--- config.mk ---
export PLATFORM = sky130hd
export DESIGN_NAME = seq_pattern_gen
export DESIGN_NICKNAME = d
export VERILOG_FILES = /design/src/rtl/seq_pattern_gen.sv
export SDC_FILE = /design/constraint.sdc
export NUM_CORES = 1
export LEC_CHECK = 0
export ABC_AREA = 0
export CORE_MARGIN = 2
export CORE_UTILIZATION = 53
export DETAILED_ROUTE_END_ITERATION = 8
export PLACE_DENSITY = 0.93
export SETUP_SLACK_MARGIN = 0.1
export SLEW_MARGIN = 20
export SYNTH_ARGS = -nofsm -noshare
export SYNTH_HDL_FRONTEND = slang
export SYNTH_SLANG_ARGS = --single-unit
export TNS_END_PERCENT = 50
--- constraint.sdc ---
create_clock -name clk -period 2.15 [get_ports clk]
set_input_delay 0.5375 -clock clk [delete_from_list [all_inputs] [get_ports clk]]
set_output_delay 0.5375 -clock clk [all_outputs]
set_load 0.05 [all_outputs]
--- src/rtl/seq_pattern_gen.sv ---
// Serializes parallel words MSB-first onto x and tracks what an overlapping "1001"
// Moore detector watching x should report, including a saturating match count.
module seq_pattern_gen #(
  parameter int WIDTH = 8,
  parameter int CNT_W = 8
) (
  input  logic             clk,
  input  logic             reset,
  input  logic             load_valid,
  output logic             load_ready,
  input  logic [WIDTH-1:0] load_data,
  input  logic             clr_cnt,
  output logic             x,
  output logic             x_valid,
  output logic             done,
  output logic             exp_match,
  output logic [CNT_W-1:0] match_cnt
);

  localparam int BCW = $clog2(WIDTH);

  typedef enum logic {IDLE, SHIFT} state_t;

  state_t           state_q, state_d;
  logic [WIDTH-1:0] shift_q, shift_d;
  logic [BCW-1:0]   bit_cnt_q, bit_cnt_d;
  logic             done_q, done_d;
  logic [3:0]       hist_q, hist_d;
  logic [CNT_W-1:0] cnt_q, cnt_d;
  logic             match_set;

  // The shift register is zeroed whenever the FSM leaves SHIFT, so its MSB is x directly.
  assign x          = shift_q[WIDTH-1];
  assign x_valid    = (state_q == SHIFT);
  assign done       = done_q;
  assign load_ready = (state_q == IDLE) || (bit_cnt_q == '0);
  assign match_cnt  = cnt_q;

  always_comb begin
    state_d   = state_q;
    shift_d   = shift_q;
    bit_cnt_d = bit_cnt_q;
    done_d    = 1'b0;
    case (state_q)
      IDLE: begin
        if (load_valid) begin
          state_d   = SHIFT;
          shift_d   = load_data;
          bit_cnt_d = BCW'(WIDTH - 1);
        end
      end
      SHIFT: begin
        if (bit_cnt_q != '0) begin
          shift_d   = shift_q << 1;
          bit_cnt_d = bit_cnt_q - BCW'(1);
        end else begin
          done_d = 1'b1;
          if (load_valid) begin
            shift_d   = load_data;
            bit_cnt_d = BCW'(WIDTH - 1);
          end else begin
            state_d = IDLE;
            shift_d = '0;
          end
        end
      end
      default: state_d = IDLE;
    endcase
  end

  // hist_q holds x from the previous four cycles, newest in bit 0; the detector samples every clock.
  assign match_set = (hist_q[2:0] == 3'b100) && x;
  assign exp_match = (hist_q == 4'b1001);

  always_comb begin
    hist_d = {hist_q[2:0], x};
    cnt_d  = cnt_q;
    if (clr_cnt) begin
      cnt_d = '0;
    end else if (match_set && (cnt_q != '1)) begin
      cnt_d = cnt_q + CNT_W'(1);
    end
  end

  always_ff @(posedge clk or posedge reset) begin
    if (reset) begin
      state_q   <= IDLE;
      shift_q   <= '0;
      bit_cnt_q <= '0;
      done_q    <= 1'b0;
      hist_q    <= '0;
      cnt_q     <= '0;
    end else begin
      state_q   <= state_d;
      shift_q   <= shift_d;
      bit_cnt_q <= bit_cnt_d;
      done_q    <= done_d;
      hist_q    <= hist_d;
      cnt_q     <= cnt_d;
    end
  end

endmodule
# Word-level counts from Yosys, hierarchy flattened

Cells that the tools add are included.
W data, S select, Z words.

Bitwise gates (word level): 1
Add/subtract/negate cells: 2
Reduce and logical (&&, ||, !) cells: 6
Equal/unequal tests: 4
Multiplexer cells: 14

Operator list:

| kind                  | number |
|---|---|
| $mux W8               | 5 |
| $pmux W8 S2           | 1 |
| $add A8 B1 Y8 const B | 1 |
| $ne A8 B8 Y1 const B  | 1 |
| $mux W3               | 2 |
| $pmux W3 S2           | 1 |
| $eq A4 B4 Y1 const B  | 1 |
| $mux W1               | 4 |
| $eq A3 B3 Y1 const B  | 1 |
| $logic_not A3 Y1      | 1 |
| $reduce_bool A3 Y1    | 1 |
| $sub A3 B1 Y3 const B | 1 |
| $logic_and A1 B1 Y1   | 2 |
| $ne A2 B2 Y1 const B  | 1 |
| $pmux W1 S2           | 1 |
| $reduce_bool A2 Y1    | 1 |
| $logic_or A1 B1 Y1    | 1 |
| $not A1 Y1            | 1 |

Register bits after elaboration: 25
Logic and storage cells: 33
Bits of input ports: 12

# Longest topological paths before layout

Gate-level depths: netlist of run 1.

Word-level depth: 5
Depth in mapped cells: 7
Mapped depth without buffers: 6

# Worst setup path after synthesis of run 1

OpenSTA, ideal clock, no wires.

Kind: flip-flop to output port
Start point: reg hist_q[1]
End point: out exp_match
Data required time: 1.612 ns
Cell stages (with the launch flop): 2
Setup slack: -0.297 ns
Arrival time: 1.910 ns
Buffers on the path: 0
Cell sequence: dfrtp_1 -> nor4bb_1

Cells in the longest elaborated chain, start to end: 1

RTL lines:

| item                     | RTL line | text |
|---|---|---|
| start: declaration       | 28       | `logic [3:0] hist_q, hist_d;` |
| start signal: assignment | 98       | `hist_q <= hist_d;` |
| $eq A4 B4 Y1             | 73       | `assign exp_match = (hist_q == 4'b1001);` |
| end: declaration         | 16       | `output logic exp_match,` |

Every way passes these cells.

# Worst setup path after layout of run 1

Start point: reg shift_q[7]
End point: out x

RTL lines:

| item                     | RTL line | text |
|---|---|---|
| start: declaration       | 25       | `logic [WIDTH-1:0] shift_q, shift_d;` |
| start signal: assignment | 95       | `shift_q <= shift_d;` |
| end: declaration         | 13       | `output logic x,` |

No word-level cell between the ends.

==> results of run 1 <==
==> power by group <==
part           switching, mW  internal (mW)  total [mW]
sequential            0.0903          0.594       0.684
combinational          0.303          0.242       0.545
clock                  0.140         0.0696       0.209
total                  0.533          0.905        1.44
==> synth_stat cells, types with 2 or more instances <==
| cell type | number |
|---|---|
| dfrtp_1 | 25 |
| nor2_1 | 10 |
| mux2i_1 | 9 |
| o21ai_0 | 9 |
| a22oi_1 | 7 |
| inv_1 | 7 |
| xor2_1 | 6 |
| nor3_1 | 4 |
| a21oi_1 | 3 |
| ha_1 | 3 |
| o211ai_1 | 3 |
| and2_1 | 2 |
| and3_1 | 2 |
| and4_1 | 2 |
| nand2_1 | 2 |
| nand4_1 | 2 |
==> sequential cells by signal, summed over array words and instances (netlist names) <==
| signal | flops |
|---|---|
| bit_cnt_q | 3 |
| done | 1 |
| hist_q | 4 |
| match_cnt | 8 |
| shift_q | 8 |
| x_valid | 1 |
==> layout by cell type, fill, tap and decap left out, drive strengths merged <==
cell	instances
and4bb	1
nand2b	1
nor2	10
nand4	3
xor2	6
o21a	1
o211ai	3
clkdlybuf4s50	14
buf	7
and2	2
and4	2
mux2i	9
nor3	4
inv	7
a211oi	1
dlymetal6s2s	3
nor4bb	1
clkinv	1
and3	2
nand3	1
o21ai	10
clkbuf	3
a21oi	3
nand2	2
ha	3
a22oi	7
dfrtp	25
dlygate4sd2	4
o2111ai	1
==> kinds of logic after synthesis <==
kind of cell	Yosys count	synth area share [%]
mux	9	7.587
simple gates	29	14.01
compound gates	26	14.12
xor+xnor	6	4.426
buf+inv	11	4.004
flops	25	52.69
fa+ha+maj	3	3.162
==> layout make-up <==
cell class | instances | share of cell area, %
Sequential cell | 25 | 40.95
Multi-Input combinational cell | 73 | 34.23
Timing Repair Buffer | 28 | 19.00
Tap cell | 28 | 2.293
Inverter | 7 | 1.720
Clock buffer | 3 | 1.474
Clock inverter | 1 | 0.3276
==> path summary, 6_finish.rpt <==
kind	startpoint	end	slack, ns	depth (start not counted)
worst min-delay path	hist_q[0]	hist_q[1]	0.41	0
min in group asynchronous	reset	match_cnt[1]	0.46	2
worst max-delay path	shift_q[7]	x	0.05	1
worst max register to register	bit_cnt_q[0]	shift_q[2]	0.56	6
max in group asynchronous	reset	shift_q[4]	1.14	3
worst min register to register	hist_q[0]	hist_q[1]	0.41	0
==> what timing repair did <==
action                                  in CTS  in global routing
resized for setup                            6                  3
endpoints found under the setup margin      10                  6
buffers inserted                             1                  0
hold endpoints to repair                     0                  0
cloned                                       0                  0
==> metal layers <==
| metal | track usage, % | share of wire [%] |
|---|---|---|
| met4 | 8.772 | 0.69 |
| met5 | 0 | 0 |
| met3 | 2.924 | 3.1 |
| met1 | 27.03 | 43 |
| met2 | 37.88 | 53 |
==> results_dict.tcl, run 1 <==
set metrics [dict create \
    grt_pass1_vias 950 \
    multi_input_area_um2 523.0 \
    antennaDiodeCount 0 \
    cp-end-kind "output pin" \
    status "finished, final reports clean" \
    cp_cell_sequence "clkdlybuf4s50_1" \
    synth-edff-count 0 \
    grt_pass1_wl_um 4202 \
    die_area_um2 2635 \
    rows 17 \
    tns_ns 0 \
    final_core_util_pct 70.42 \
    die_w_um 51.33 \
    total_power_mw 1.438 \
    num-fill-cells 170 \
    leakagePower_nw 0.7772 \
    synthArstFlopShare_pct 100.0 \
    dp_cells 160 \
    hold_violations 0 \
    yosys-top-cells-area "dfrtp_1 (53%), mux2i_1 (7.6%), a22oi_1 (4.4%)" \
    synthesis.instances 109 \
    rsz0062_at_grt "true" \
    ys_seq_elements 25 \
    grt_max_degree 18 \
    final_cell_area_um2 1528 \
    skew_ns 0.001257 \
    finalCriticalPeriod_ns 2.101 \
    worst-path-max-fanout 4 \
    clk_pin_slew_ns 0.14 \
    grt_overflow 0 \
    finalCritPeriodShare_pct 97.74 \
    synth_top_area_share_pct 52.69 \
    cts-root-buf "clkbuf_4" \
    slew_viol_final 0 \
    fmaxAchievable_mhz 475.9 \
    routed_wl_um 2467 \
    cts_buffers 3 \
    setup_viol 0 \
    synth_nets 124 \
    whs_ns 0.4075 \
    grt_usage_pct 21.67 \
    crit_family "buffers and inverters" \
    areaGrowthSynthToFinish_pct 28.66 \
    worstSetupStartpointType "flip-flop" \
    cp.arrival_ns 1.56 \
    required_ns 1.61 \
    avgViaCountPerCell 5.733 \
    ff_latch_area_um2 625.6 \
    first_pass_iters 4 \
    pre_cts_slack_ns 0.2613 \
    port_buffers 24 \
    dpl_cell_area_um2 1488 \
    coreArea_um2 2170 \
    fin_cells 165 \
    worst_slack_ns 0.04853 \
    wire_per_inst_um 14.95 \
    worst_pin_slew_ns 0.5434 \
    final_antenna_net_count 0 \
    synth_top_cell_by_area "dfrtp_1" \
    ys_seq_area_share_pct 52.69 \
    die_h_um 51.33 \
    gp_congestion 0.7965 \
    ys.flop_type "dfrtp_1" \
    vias 946 \
    fin_nets 153 \
    cpPeakStageDelay_ns 0.82 \
    clk_latency_ns 0.31 \
    start_util_pct 54.73 \
    crit_type "reg2out" \
    critPathBufInv 1 \
    cts_hold_buf 0 \
    maxCapViolCount 0 \
    power_density_nw_per_um2 941.3 \
    yosysWarnings 0 \
    cts_tree "yes" \
    postSynthAreaPerCell_um2 10.89 \
    cp_slowest_cell "clkdlybuf4s50_1" \
    relSlewSlack_pct 63.64 \
    htree_levels 1 \
    ioPinCount 25 \
    clockBufferDepth 2 \
    dpl.hpwl_um 1842 \
    synth_cell_types 29 \
    drc 0 \
    cts_num_sinks 25 \
    layout-drive-gt1-share_pct 12.41 \
    drt_iter0_drc 21 \
    hp-class "reg2reg" \
    antenna_found_initial 0 \
    ir_drop_v 0.0005535 \
    mappedNetlistArea_um2 1187 \
]
No activity file was read; power rests on OpenSTA's default activity.
==> run 2, diff against run 1 <==
--- a/config.mk
+++ b/config.mk
@@ -7,9 +7,11 @@
 export LEC_CHECK = 0
 export ABC_AREA = 0
 export CORE_MARGIN = 2
-export CORE_UTILIZATION = 53
+export CORE_UTILIZATION = 60
 export DETAILED_ROUTE_END_ITERATION = 8
-export PLACE_DENSITY = 0.93
+export DONT_BUFFER_PORTS = 1
+export MAX_ROUTING_LAYER = met4
+export PLACE_DENSITY = 0.86
 export SETUP_SLACK_MARGIN = 0.1
 export SLEW_MARGIN = 20
 export SYNTH_ARGS = -nofsm -noshare
==> run 2 against run 1 <==
- critical path depth is 4 higher
- clock-buffer cell count is 1 higher
- cell count is 6.7% lower
- clock power is 2% lower
- clock skew is 0.00083 ns higher
- critical endpoint is now load_ready
==> results_dict.tcl, run 2 (same netlist as run 1, synthesis figures left out) <==
set metrics [dict create \
    leakagePower_nw 0.6702 \
    grt_busiest_layer "met2" \
    whs_ns 0.1361 \
    dp_cells 145 \
    grt.met1_usage_pct 26.53 \
    layout_common_cells "dfrtp_1 (25), buf_4 (18), nor2_1 (10)" \
    use_met2_pct 37.73 \
    drc 0 \
    clk_pin_slew_ns 0.13 \
    cp_cell_sequence "inv_1, ha_4, nand2b_1, and2_4, clkinvlp_4" \
    grt_max_degree 26 \
    gr-usage-met3_pct 5.247 \
    fin_cells 154 \
    swShare_pct 38.08 \
    required_ns 1.61 \
    tns_ns 0 \
    cts_tree "yes" \
    maxCapViolCount 0 \
    grt_pass1_vias 929 \
    power.internal_mw 0.9015 \
    cts_num_sinks 25 \
    layout_commonest_cell "dfrtp_1" \
    vias 944 \
    critPathBufInv 2 \
    pwr-share-seq_pct 47.2 \
    worstSetupStartpointType "flip-flop" \
    cts-root-buf "clkbuf_4" \
    avgViaCountPerCell 6.130 \
    slew_viol_final 0 \
    gp_congestion 0.8582 \
    antennaDiodeCount 0 \
    die_area_um2 2351 \
    clockBufferDepth 2 \
    grt_pass1_wl_um 4029 \
    worst-path-max-fanout 3 \
    cp_slowest_cell "dfrtp_1" \
    cpPeakStageDelay_ns 0.37 \
    setup_viol 0 \
    die_w_um 48.49 \
    ir_drop_v 0.0008444 \
    cp.arrival_ns 1.47 \
    power.switching_mw 0.5544 \
    first_pass_iters 4 \
    grt_overflow 0 \
    antenna_found_initial 0 \
    status "finished, final reports clean" \
    hold_violations 0 \
    p_clk_share_pct 14.1 \
    fin_nets 143 \
    cp-end-kind "output pin" \
    clk_latency_ns 0.31 \
    worst_pin_slew_ns 0.5948 \
    routed_wl_um 2533 \
    finalCritPeriodShare_pct 93.39 \
    grt_usage_pct 22.41 \
    comb_power_share_pct 38.7 \
    start_util_pct 61.78 \
    cts_buffers 3 \
    drt_iter0_drc 21 \
    crit_type "reg2out" \
    finalCriticalPeriod_ns 2.008 \
    hp-class "in2async" \
    wire_per_inst_um 16.45 \
    dpl.hpwl_um 1693 \
    areaGrowthSynthToFinish_pct 16.75 \
    ioPinCount 25 \
    power_density_nw_per_um2 1050 \
    skew_ns 0.002083 \
    relSlewSlack_pct 60.20 \
    fmaxAchievable_mhz 498.1 \
    htree_levels 1 \
    total_power_mw 1.456 \
    die_h_um 48.49 \
    rsz0062_at_grt "false" \
    rows 16 \
    crit_family "flip-flops" \
    coreArea_um2 1922 \
    port_buffers 0 \
    layout-drive-gt1-share_pct 22.05 \
    final_antenna_net_count 0 \
]
==> run 2: cell count changes in the layout (fill, tap and decap cells not counted), moves of 2 or more <==
cell and delta:
dlymetal6s2s_1 -3, buf_12 -2, clkdlybuf4s50_1 -14, dlygate4sd2_1 -4, buf_4 +13
==> run 2: per-stage QoR <==
step           setup WS, ns  instance area, µm²  utilization [%]
2_1_floorplan        0.2015                1194                -
3_3_place_gp         0.4073                1304            67.84
3_5_place_dp         0.3542                1304            67.84
4_1_cts              0.1245                1344            69.92
5_1_grt             0.06703                1386            72.14
6_report             0.1422                1386            72.14
==> run 2: area by class of cell <==
cell class / instances / area, µm²
Fill cell: 142 / 535.5
Inverter: 7 / 30.03
Timing Repair Buffer: 18 / 135.1
Multi-Input combinational cell: 73 / 535.5
Tap cell: 27 / 33.78
Clock buffer: 4 / 26.28
Sequential cell: 25 / 625.6
==> run 2: per-layer routing <==
metal | wire [µm] | vias to the layer above
met4 | 44 | 0
li1 | - | 431
met2 | 1290 | 36
met1 | 1036 | 470
met5 | 0 | -
met3 | 161 | 7
==> run 2: power by group through the flow <==
| stage | clock network [mW] | registers (mW) | logic, mW |
|---|---|---|---|
| 6_report | 0.205 | 0.687 | 0.564 |
| 3_3_place_gp | 0 | 0.684 | 0.409 |
| 4_1_cts | 0.205 | 0.685 | 0.463 |
| 3_5_place_dp | 0 | 0.698 | 0.431 |
| 2_1_floorplan | 0 | 0.733 | 0.294 |
| 5_1_grt | 0.234 | 0.699 | 0.601 |
==> run 2: path summary, 6_finish.rpt <==
check / endpoint / cells after the start / slack (ns) / startpoint
min reg2reg: hist_q[1] / 0 / 0.40 / hist_q[0]
min in group clk: match_cnt[6] / 1 / 0.27 / clr_cnt
max reg2reg: shift_q[7] / 8 / 0.24 / bit_cnt_q[0]
min: x_valid / 2 / 0.14 / reset
max: load_ready / 5 / 0.14 / bit_cnt_q[0]
max in group asynchronous: match_cnt[0] / 2 / 1.78 / reset
==> run 2: worst reg2reg max path, stage by stage (launching register included) <==
cell      delay, ns
dfrtp_1        0.40
inv_1          0.14
ha_4           0.17
nand2b_1       0.09
buf_4          0.15
buf_4          0.12
nor2_1         0.45
a22oi_1        0.19
o21ai_0        0.12
==> run 2: repair_timing <==
item / 4_1_cts / 5_1_grt
endpoints found under the setup margin: 1 / 1
resized for setup: 2 / 2
hold buffers: 0 / 0
pin swaps: 0 / 1
buffers inserted: 1 / 4
==> run 3, diff against run 2 <==
--- a/config.mk
+++ b/config.mk
@@ -6,12 +6,12 @@
 export NUM_CORES = 1
 export LEC_CHECK = 0
 export ABC_AREA = 0
+export CORE_ASPECT_RATIO = 1.1
 export CORE_MARGIN = 2
 export CORE_UTILIZATION = 60
 export DETAILED_ROUTE_END_ITERATION = 8
 export DONT_BUFFER_PORTS = 1
-export MAX_ROUTING_LAYER = met4
-export PLACE_DENSITY = 0.86
+export PLACE_DENSITY_LB_ADDON = 0.2
 export SETUP_SLACK_MARGIN = 0.1
 export SLEW_MARGIN = 20
 export SYNTH_ARGS = -nofsm -noshare
==> run 3 against run 2 <==
- clock power is essentially flat
- non-clock buffer count shrank 1
- cell area shrank 1.2%
- sequential power is essentially flat
- worst setup slack gained 0.030 ns
- first-iteration DRC count shrank 52%
- critical endpoint unchanged
- highest routed layer unchanged
==> results_dict.tcl, run 3 (same netlist as run 1, synthesis figures left out) <==
set metrics [dict create \
    status "finished, final reports clean" \
    cp.arrival_ns 1.44 \
    htree_levels 1 \
    power_density_nw_per_um2 1015 \
    num-fill-cells 125 \
    skew_ns 0.01466 \
    rrSetupSlack_ns 0.46 \
    dpl_cell_area_um2 1304 \
    ir_drop_v 0.0007174 \
    cts_hold_buf 0 \
    layout_commonest_cell "dfrtp_1" \
    coreArea_um2 1822 \
    first_pass_iters 4 \
    grt_overflow 0 \
    drt_iter0_drc 10 \
    layout_common_cells "dfrtp_1 (25), buf_4 (17), nor2_1 (10)" \
    hp-class "in2async" \
    areaGrowthSynthToFinish_pct 15.38 \
    gp_congestion 0.8027 \
    wire_per_inst_um 15.11 \
    antenna_found_initial 0 \
    layout-drive-gt1-share_pct 22.22 \
    pwr-share-seq_pct 49.2 \
    grt_usage_pct 23.88 \
    multi_input_area_um2 525.5 \
    worst-path-max-fanout 2 \
    clk_latency_ns 0.32 \
    hold_violations 0 \
    cp-end-kind "output pin" \
    routed_wl_um 2312 \
    drc 0 \
    cts_num_sinks 25 \
    cts-root-buf "clkbuf_4" \
    r2r_end "shift_q[7]" \
    power.switching_mw 0.5188 \
    relSlewSlack_pct 61.33 \
    die_area_um2 2351 \
    die_w_um 46.42 \
    clockBufferDepth 2 \
    finalCriticalPeriod_ns 1.978 \
    dpl.hpwl_um 1733 \
    required_ns 1.61 \
    tns_ns 0 \
    ff_latch_area_um2 625.6 \
    power.internal_mw 0.8717 \
    cts_tree "yes" \
    grt_pass1_vias 914 \
    clk_pin_slew_ns 0.14 \
    port_buffers 0 \
    slew_viol_final 0 \
    final_antenna_net_count 0 \
    vias 874 \
    swShare_pct 37.31 \
    startpoint "bit_cnt_q[0]" \
    ioPinCount 25 \
    grt_max_degree 17 \
    r2r_cells 7 \
    final_cell_area_um2 1370 \
    die_h_um 50.66 \
    setup_viol 0 \
    antennaDiodeCount 0 \
    worstSetupStartpointType "flip-flop" \
    avgViaCountPerCell 5.712 \
    cts_buffers 3 \
    fin_nets 142 \
    worst_pin_slew_ns 0.5779 \
    maxCapViolCount 0 \
    reg2reg_from "bit_cnt_q[0]" \
    crit_type "reg2out" \
    start_util_pct 65.18 \
    rsz0062_at_grt "false" \
    leakagePower_nw 0.6681 \
    grt_pass1_wl_um 3967 \
    rows 16 \
    finalCritPeriodShare_pct 91.98 \
    fmaxAchievable_mhz 505.7 \
    p_clk_share_pct 15.0 \
    comb_power_share_pct 35.8 \
    final_core_util_pct 75.21 \
]
-- run 3: power groups by stage --
stage               logic, mW  registers, mW  clock network, mW
CTS                     0.471          0.684              0.210
global route            0.559          0.699              0.228
detailed placement      0.432          0.696                  0
finish                  0.498          0.684              0.208
global placement        0.412          0.684                  0
floorplan               0.294          0.733                  0
-- run 3: layout make-up --
type	instances	area share, %
inverter	7	2.192
clock buffer	3	1.644
timing repair buffer	17	9.315
clock inverter	1	0.3653
tap	27	2.466
multi-input combinational	73	38.36
sequential	25	45.66
-- run 3: worst max-delay path: stages, from the launching register on --
cell,delay [ns]
dfrtp_1,0.41
inv_1,0.09
ha_2,0.18
nand2b_1,0.07
and2_4,0.17
clkinvlp_4,0.20
-- run 3: how the worst max path moves through the flow --
stage / cells after the start / end / slack (ns)
after floorplan: 4 / load_ready / 0.20
after global placement: 5 / load_ready / 0.40
after CTS: 5 / load_ready / 0.12
after global routing: 5 / load_ready / 0.12
final: 5 / load_ready / 0.17
after detailed placement: 5 / load_ready / 0.33
-- run 3: routing by layer --
layer | routed length, µm | global-route usage (%) | vias up
li1 | - | - | 424
met1 | 989 | 29.27 | 419
met2 | 1165 | 38.89 | 27
met3 | 114 | 5.755 | 4
met4 | 42 | 10.00 | 0
met5 | 0 | 0 | -
-- run 3: per-stage QoR --
| stage | setup WS, ns | total power [mW] | hold WS, ns | instances |
|---|---|---|---|---|
| floorplan | 0.2015 | 1.026 | 0.3597 | 109 |
| global placement | 0.4033 | 1.097 | 0.3686 | 145 |
| detailed placement | 0.3333 | 1.128 | 0.3755 | 145 |
| CTS | 0.1245 | 1.364 | 0.04674 | 151 |
| global route | 0.1163 | 1.486 | 0.05809 | 153 |
| finish | 0.1724 | 1.390 | 0.03392 | 153 |
-- run 3: repair_timing --
action / CTS / global route
buffers inserted: 2 / 2
gates resized for setup: 2 / 1
pin swaps: 0 / 1
endpoints found under the setup margin: 1 / 1
